==> config.mk <==
export PLATFORM = sky130hd
export DESIGN_NAME = dm_access_arbiter
export DESIGN_NICKNAME = d
export VERILOG_FILES = /design/src/rtl/dm_access_arbiter.sv
export SDC_FILE = /design/constraint.sdc
export NUM_CORES = 1
export LEC_CHECK = 0
export ABC_AREA = 1
export CAP_MARGIN = 20
export CORE_AREA = 2 2 98 76
export CTS_BUF_LIST = sky130_fd_sc_hd__clkbuf_8
export DETAILED_ROUTE_END_ITERATION = 12
export DIE_AREA = 0 0 100 78
export GPL_TIMING_DRIVEN = 1
export PLACE_DENSITY = 0.88
export SYNTH_ARGS = -nofsm -noshare
export SYNTH_HDL_FRONTEND = slang
export SYNTH_SLANG_ARGS = --single-unit
==> constraint.sdc <==
create_clock -name clk -period 2 [get_ports clk]
set_input_delay 0.2 -clock clk [delete_from_list [all_inputs] [get_ports clk]]
set_output_delay 0.2 -clock clk [all_outputs]
set_load 0.01 [all_outputs]
==> src/rtl/dm_access_arbiter.sv <==
// dm_access_arbiter: shares one data-memory port among 4 cores with bounded bursts and a one-cycle arbitration gap.
// Define DM_ARB_FIXED_PRIO_EN for fixed priority (core 1 highest); the default build is round-robin.
module dm_access_arbiter #(
    parameter int unsigned N         = 18,
    parameter int unsigned ADDR_W    = 12,
    parameter int unsigned DATA_W    = 12,
    parameter int unsigned MAX_BURST = 4
) (
    input  logic                clk,
    input  logic                rst_n,
    input  logic [3:0]          req,
    input  logic [3:0]          we,
    input  logic [4*ADDR_W-1:0] addr_in,
    input  logic [4*N-1:0]      wdata_in,
    output logic [3:0]          gnt,
    output logic [3:0]          rvalid,
    output logic [DATA_W-1:0]   rdata,
    output logic                mem_en,
    output logic                mem_we,
    output logic [ADDR_W-1:0]   mem_addr,
    output logic [DATA_W-1:0]   mem_wdata,
    input  logic [DATA_W-1:0]   mem_rdata,
    output logic                busy
);

    localparam int unsigned NCORE = 4;
    localparam int unsigned CNT_W = 4;

    typedef enum logic {
        S_IDLE  = 1'b0,
        S_GRANT = 1'b1
    } state_e;

    state_e            r_state;
    state_e            w_state_nxt;

    logic [1:0]        r_ptr;
    logic [1:0]        r_owner;
    logic [CNT_W-1:0]  r_beat_cnt;
    logic [3:0]        r_gnt;
    logic [3:0]        r_rvalid;
    logic [DATA_W-1:0] r_rdata;

    logic [ADDR_W-1:0] w_core_addr  [NCORE];
    logic [DATA_W-1:0] w_core_wdata [NCORE];
    logic              w_unused_wdata;

    logic [7:0]        w_req_dbl;
    logic [3:0]        w_req_rot;
    logic [1:0]        w_off;
    logic [1:0]        w_sel;

    logic              w_owner_req;
    logic              w_beat;
    logic              w_last;
    logic              w_release;

    // Split the flat core buses; only the low DATA_W bits of write data reach memory
    always_comb begin
        for (int i = 0; i < NCORE; i++) begin
            w_core_addr[i]  = addr_in[i*ADDR_W +: ADDR_W];
            w_core_wdata[i] = wdata_in[i*N +: DATA_W];
        end
    end

    assign w_unused_wdata = ^wdata_in;

    // First requester at or after the pointer, wrapping modulo 4
    always_comb begin
        w_req_dbl = {req, req};
        w_req_rot = w_req_dbl[{1'b0, r_ptr} +: NCORE];
        w_off     = 2'd0;
        for (int k = NCORE - 1; k >= 0; k--) begin
            if (w_req_rot[k]) begin
                w_off = 2'(k);
            end
        end
        w_sel = r_ptr + w_off;
    end

    assign w_owner_req = req[r_owner];
    assign w_beat      = (r_state == S_GRANT) && w_owner_req;
    assign w_last      = w_beat && (r_beat_cnt == CNT_W'(MAX_BURST - 1));
    assign w_release   = (r_state == S_GRANT) && (!w_owner_req || w_last);

    // State register
    always_ff @(posedge clk or negedge rst_n) begin
        if (!rst_n) begin
            r_state <= S_IDLE;
        end else begin
            r_state <= w_state_nxt;
        end
    end

    // Next-state logic
    always_comb begin
        w_state_nxt = r_state;
        case (r_state)
            S_IDLE:  if (|req)     w_state_nxt = S_GRANT;
            S_GRANT: if (w_release) w_state_nxt = S_IDLE;
            default: w_state_nxt = S_IDLE;
        endcase
    end

    // Memory-side outputs follow the owner's request within the same cycle
    always_comb begin
        mem_en    = 1'b0;
        mem_we    = 1'b0;
        mem_addr  = '0;
        mem_wdata = '0;
        if (r_state == S_GRANT) begin
            mem_addr  = w_core_addr[r_owner];
            mem_wdata = w_core_wdata[r_owner];
            if (w_beat) begin
                mem_en = 1'b1;
                mem_we = we[r_owner];
            end
        end
    end

    // Grant, burst counting, pointer rotation and read return
    always_ff @(posedge clk or negedge rst_n) begin
        if (!rst_n) begin
            r_ptr      <= 2'd0;
            r_owner    <= 2'd0;
            r_beat_cnt <= '0;
            r_gnt      <= 4'd0;
            r_rvalid   <= 4'd0;
            r_rdata    <= '0;
        end else begin
            r_rvalid <= 4'd0;
            if (|r_rvalid) begin
                r_rdata <= mem_rdata;
            end
            if (w_beat && !we[r_owner]) begin
                r_rvalid <= 4'b0001 << r_owner;
            end
            case (r_state)
                S_IDLE: begin
                    if (|req) begin
                        r_owner    <= w_sel;
                        r_gnt      <= 4'b0001 << w_sel;
                        r_beat_cnt <= '0;
                    end
                end
                S_GRANT: begin
                    if (w_beat) begin
                        r_beat_cnt <= r_beat_cnt + CNT_W'(1);
                    end
                    if (w_release) begin
                        r_gnt <= 4'd0;
`ifdef DM_ARB_FIXED_PRIO_EN
                        r_ptr <= 2'd0;
`else
                        r_ptr <= r_owner + 2'd1;
`endif
                    end
                end
                default: r_gnt <= 4'd0;
            endcase
        end
    end

    assign gnt    = r_gnt;
    assign rvalid = r_rvalid;
    // Memory data passes through on the strobe cycle, then the captured copy holds
    assign rdata  = (|r_rvalid) ? mem_rdata : r_rdata;
    assign busy   = (r_state == S_GRANT);

endmodule

Yosys cells after proc, flatten, opt, wreduce, memory -nomap -nowiden
Index checks and enable logic that the tools add are counted.

Flip-flop bits (word level): 29. Input bits: 142. Output and inout bits: 47. Word-level logic and storage cells: 65.

Add/sub/neg operators: 3. Magnitude comparators: 2. Eq/ne operators: 4. Shift operators: 3. Mux-type cells: 31. Bitwise logic cells: 2. Reduce and logical (&&, ||, !) cells: 13.

Operators by type and width (number): two-way mux 12 bit (7); binary-select mux 12 bit (select 2 bit) (2); two-way mux 4 bit (5); case mux 4 bit (2 select lines) (2); two-way mux 1 bit (8); two-way mux 2 bit (4); AND reduction 2 bit (4); OR reduction 4 bit (2); indexed part select 8 x 3 -> 4 bit (1); left shift 1 x 2 -> 4 bit (first input constant) (2); adder 4 x 1 -> 4 bit (second input constant) (1); binary-select mux 1 bit (select 2 bit) (2); equality test 4 x 2 -> 1 bit (second input constant) (1); logical AND 1 bit (4); inequality test 2 x 1 -> 1 bit (second input constant) (2); greater-or-equal comparator 3 bit (second input constant) (1); < comparator 2 x 3 -> 1 bit (second input constant) (1); NOT 2 -> 3 bit (1); adder 2 x 1 -> 2 bit (second input constant) (1); adder 2 bit (1); zero test 1 bit (2); inequality test 2 bit (second input constant) (1); case mux 1 bit (2 select lines) (1); logical OR 1 bit (1); NOT 1 bit (1).

Longest topological paths before layout
Gate-level depths: netlist (run 1).

Depth in word-level cells: 9. Gate-level depth with buffers: 13.

Worst setup path after synthesis (run 1)
Ideal clock, no wire load.

Kind: register -> register. Start point: reg r_ptr[0]. End point: reg r_gnt[3], in the netlist gnt[3]. Arrival: 1.579 ns. Data required time: 1.883 ns. Slack: 0.305 ns. Stages on the path, launching flop included: 14. Buffers on the path: 0. Period minus slack after synthesis: 1.695 ns. Cells stage by stage: dfrtp_1 inv_2 nand2_1 nand3_1 nand2_2 nand3_1 a21boi_0 ha_1 xor2_1 inv_1 nand3_2 nand2_2 nand2_1 nand2_1.

Word-level cells in the longest chain between the ends: 9.

RTL lines: from (decl) (RTL line 37) `logic [1:0] r_ptr;`; from (signal assigned) (RTL line 155) `r_ptr <= r_owner + 2'd1;`; indexed part select 8 x 3 -> 4 bit (RTL line 71) `w_req_rot = w_req_dbl[{1'b0, r_ptr} +: NCORE];`; two-way mux 2 bit (4 in a row) (RTL line 74) `if (w_req_rot[k]) begin`; adder 2 bit * (RTL line 78) `w_sel = r_ptr + w_off;`; left shift 1 x 2 -> 4 bit * (RTL line 142) `r_gnt <= 4'b0001 << w_sel;`; two-way mux 4 bit * (RTL line 140) `if (|req) begin`; case mux 4 bit (2 select lines) * (RTL line 138) `case (r_state)`; to (signal assigned) (RTL line 142); to (decl) (RTL line 40) `logic [3:0] r_gnt;`.

Every way passes the cells marked *; elsewhere a longest branch is shown, timed or not. The select of a mux whose other input is x is not followed. A chain may end at the register's enable or synchronous reset.

Final worst setup path (run 1)
Start point: reg r_owner[0]. End point: out mem_addr[11].

Word-level cells in the longest chain between the ends: 5.

RTL lines: from (decl) (RTL line 38) `logic [1:0] r_owner;`; from (signal assigned) (RTL line 141) `r_owner <= w_sel;`; NOT 2 -> 3 bit (implied by the code) (RTL line 112) `mem_addr = w_core_addr[r_owner];`; binary-select mux 12 bit (select 2 bit) (RTL line 112); two-way mux 12 bit (implied by the code) (2 in a row) (RTL line 112); two-way mux 12 bit (RTL line 111) `if (r_state == S_GRANT) begin`; to (decl) (RTL line 20) `output logic [ADDR_W-1:0] mem_addr,`.

Every way passes these cells. The select of a mux whose other input is x is not followed.

==> results of run 1 <==
kinds of logic (layout without fill, tap and decap cells):
family,after synthesis,in the layout,share of synthesized area [%]
mux,12,12,5.92
xor+xnor,2,2,0.768
flops,29,29,31.8
compound gates,86,86,19.6
buf+inv,38,211,7.40
simple gates,174,174,31.3
fa+ha+maj,6,6,3.29
per-layer routing:
metal	vias up	track usage, %	share of wire (%)
met4	0	7.26	2.5
met3	24	6.22	7.6
li1	1475	-	-
met1	1366	26.1	40
met5	-	0	0
met2	118	38.1	50
cell type report:
cell class / count / area (µm²) / area share (%)
clock buffers: 6 / 82.6 / 1.94
clock inverters: 2 / 7.51 / 0.176
repair buffers: 184 / 1860 / 43.6
multi-input cells: 280 / 1400 / 33.0
well taps: 84 / 105 / 2.47
flip-flops and latches: 29 / 729 / 17.1
inverters: 19 / 73.8 / 1.73
critical path: cells and delay by family, from the launching register on:
kind,cells,cell delay [ns]
simple gates,2,0.19
compound gates,2,0.24
flops,1,0.44
buf+inv,2,0.57
cell usage after synthesis, drive strengths merged:
library cell	number	area, µm²
a32o	1	10.0
nor2	109	417
a21boi	2	15.0
o21ai	55	279
xor2	2	17.5
nand3	17	100
nor3	1	5.00
dfrtp	29	726
mux2	12	135
a21oi	27	135
ha	6	75.1
o21bai	1	7.51
clkbuf	9	33.8
buf	10	61.3
nand2	47	191
inv	19	73.8
metrics by stage:
step / setup WS (ns) / power, mW / utilization, % / hold WS [ns] / instances
finish: 0.0707 / 5.88 / 62.9 / 0.295 / 604
global route: 0.00471 / 6.39 / 62.9 / 0.356 / 604
floorplan: 0.305 / 3.41 / - / -0.0956 / 347
detailed placement: -0.103 / 5.51 / 60.5 / 0.465 / 592
CTS: -0.162 / 5.91 / 62.1 / 0.299 / 601
global placement: -0.0263 / 5.36 / 60.5 / 0.470 / 592
placed cells by master, fill, tap and decap left out, types with 2 or more instances in the layout:
cell and instances:
mux2_2 12, buf_12 3, a21oi_1 27, nand3_1 14, o21ai_2 2, inv_1 13
o21ai_1 5, clkbuf_8 6, nand2_2 6, xor2_1 2, clkdlybuf4s50_1 126, ha_1 6
clkbuf_2 3, nor2_2 2, inv_2 7, buf_4 15, dfrtp_2 3, o21ai_0 48
dfrtp_1 26, nor2_1 106, dlymetal6s2s_1 14, nand3_2 3, dlygate4sd2_1 20, nand2_1 40
worst paths after layout:
kind | cells past startpoint | slack, ns | to | startpoint
max reg2reg | 12 | 0.21 | r_owner[1] | r_ptr[1]
min | 2 | 0.30 | r_rdata[8] | rst_n
max in group asynchronous | 2 | 1.41 | r_ptr[1] | rst_n
min reg2reg | 2 | 0.48 | gnt[3] | gnt[3]
max | 6 | 0.07 | mem_addr[11] | r_owner[0]
min in group clk | 2 | 0.48 | gnt[3] | gnt[3]
state kept, by name (all words and copies together), names as in the netlist:
| register | cells |
|---|---|
| gnt | 4 |
| r_ptr | 2 |
| rvalid | 4 |
| r_beat_cnt | 4 |
| r_owner | 2 |
| r_rdata | 12 |
| busy | 1 |
power groups by stage:
stage	clock (mW)	sequential (mW)	combinational (mW)
floorplan	0	0.975	2.43
global placement	0	0.980	4.38
detailed placement	0	0.989	4.52
CTS	0.498	0.992	4.42
global route	0.520	1.02	4.85
finish	0.480	0.990	4.41
what timing repair did:
action	CTS	global route
resized for setup	30	25
endpoints found under the setup margin	38	22
setup buffers	0	3
gates cloned	1	0
pin swaps	1	1
==> metrics.md, run 1 <==
| Metric | Value |
|---|---|
| Status | complete, no violations |
| Initial DRC count | roughly 150 |
| Worst-path clk slew | 0.06 ns |
| Combinational Power Share | about 75% |
| ANT nets after route | 0 |
| DRC Markers | 0 |
| CP arrival | about 1.7 ns |
| Slew @ Worst Pin | ~0.46 ns |
| CP most frequent cell | nor2_1 |
| Seq/Total Area, Yosys | between 30% and 40% |
| Critical Path Max Stage Delay | approximately 0.44 ns |
| Hold Crit Class | in -> async |
| Via count of the first global-routing pass | about 3000 |
| LEAKAGE | between 2 and 2.5 nW |
| CTS Buf Count | 5 |
| # fillers | between 500 and 600 |
| Layout cells sized above 1 | between 10% and 20% |
| Initial core utilization | 33.7% |
| Vias per cell | 4.94 |
| Gpl congestion | roughly 0.85 |
| Worst slew margin | between 60 and 70% |
| Die Wd | about 100 µm |
| Sw Share | 45.3% |
| Std-Cell Rows | 26 |
| Area grow syn2layout | 86.6% |
| Pwr Density | between 1000 and 1500 nW/µm² |
| Sequential share of power | 16.8% |
| Crit-path cells | bufbuf_16, nor2_1, nor2_1, o21ai_0, a21oi_1, clkdlybuf4s15_1 |
| Setup violations, final | 0 |
| Mean Syn Cell Area | roughly 6.6 µm² |
| Achievable Freq | just over 500 MHz |
| Largest net degree at the start of global routing | 30 |
| Cells after synthesis | approximately 350 |
| Vias | 2983 |
| Worst path slowest cell | dfrtp_2 |
| VDD IR max | ~0.79 mV |
| Crit path launch type | register |
| Root buf cell | clkbuf_8 |
| Yosys cell types | 25 |
| Clock Power Share | under 10% |
| Period utilization | between 90% and 100% |
| Nets | between 600 and 700 |
| Dpl hpwl | around 6900 µm |
| Grt ovf | 0 |
| Cell Area, Synth | around 2300 µm² |
| Die footprint | 7800 µm² |
| First-pass GRT wire length | roughly 14000 µm |
| Worst clock skew | 0.00846 ns |
| Drt first pass iters | 4 |
| Syn Nets | 495 |
| Bufs on Longest Clock Path | 2 |
| Maxcap violations | 0 |
| ANT cells | 0 |
| Slew Limit Fails | 0 |
| Int Power | around 3.2 mW |
| Wire per inst | between 10 and 15 µm |
| Warnings from Yosys | 0 |
| Core area | about 6800 µm² |
| Hold-fix buffers, CTS | 0 |
| CTS tree | done |
| Drt total wl | a little under 9000 µm |
| DP Area | just over 4000 µm² |
| Design area | ~4300 µm² |
| H-tree levels | 2 |
| Yosys reg bits | 29 |
| Crit Path Max Fanout | 17 |
| CP required | ~1.8 ns |
| # IOs | around 190 |
| Final Critical Period | roughly 1.9 ns |
| CP Class | reg -> out |
| Fin. Hold Viols | 0 |
| Initial antenna violation count | 0 |
| Psw | 2.66 mW |
| Sink Count | 29 |
| RSZ-0062 raised after global routing | false |
| Worst setup EP type | output port |
| Fin Setup TNS | 0 ns |
| GRT Total Usage | 22.0% |
| Port Buffers | about 160 |
| Clock insertion delay at the later pin of the skew report | around 0.28 ns |
| Die Y | between 70 and 80 µm |
Power figures use the tool's default switching activity.
==> run 2, diff against run 1 <==
--- a/config.mk
+++ b/config.mk
@@ -6,6 +6,7 @@
 export NUM_CORES = 1
 export LEC_CHECK = 0
 export ABC_AREA = 1
+export ABC_CLOCK_PERIOD_IN_PS = 2000
 export CAP_MARGIN = 20
 export CORE_AREA = 2 2 98 76
 export CTS_BUF_LIST = sky130_fd_sc_hd__clkbuf_8
@@ -13,6 +14,7 @@
 export DIE_AREA = 0 0 100 78
 export GPL_TIMING_DRIVEN = 1
 export PLACE_DENSITY = 0.88
+export SLEW_MARGIN = 20
 export SYNTH_ARGS = -nofsm -noshare
 export SYNTH_HDL_FRONTEND = slang
 export SYNTH_SLANG_ARGS = --single-unit
==> results of run 2 <==
Final layout, timing and power as in run 1 (identical DEF).
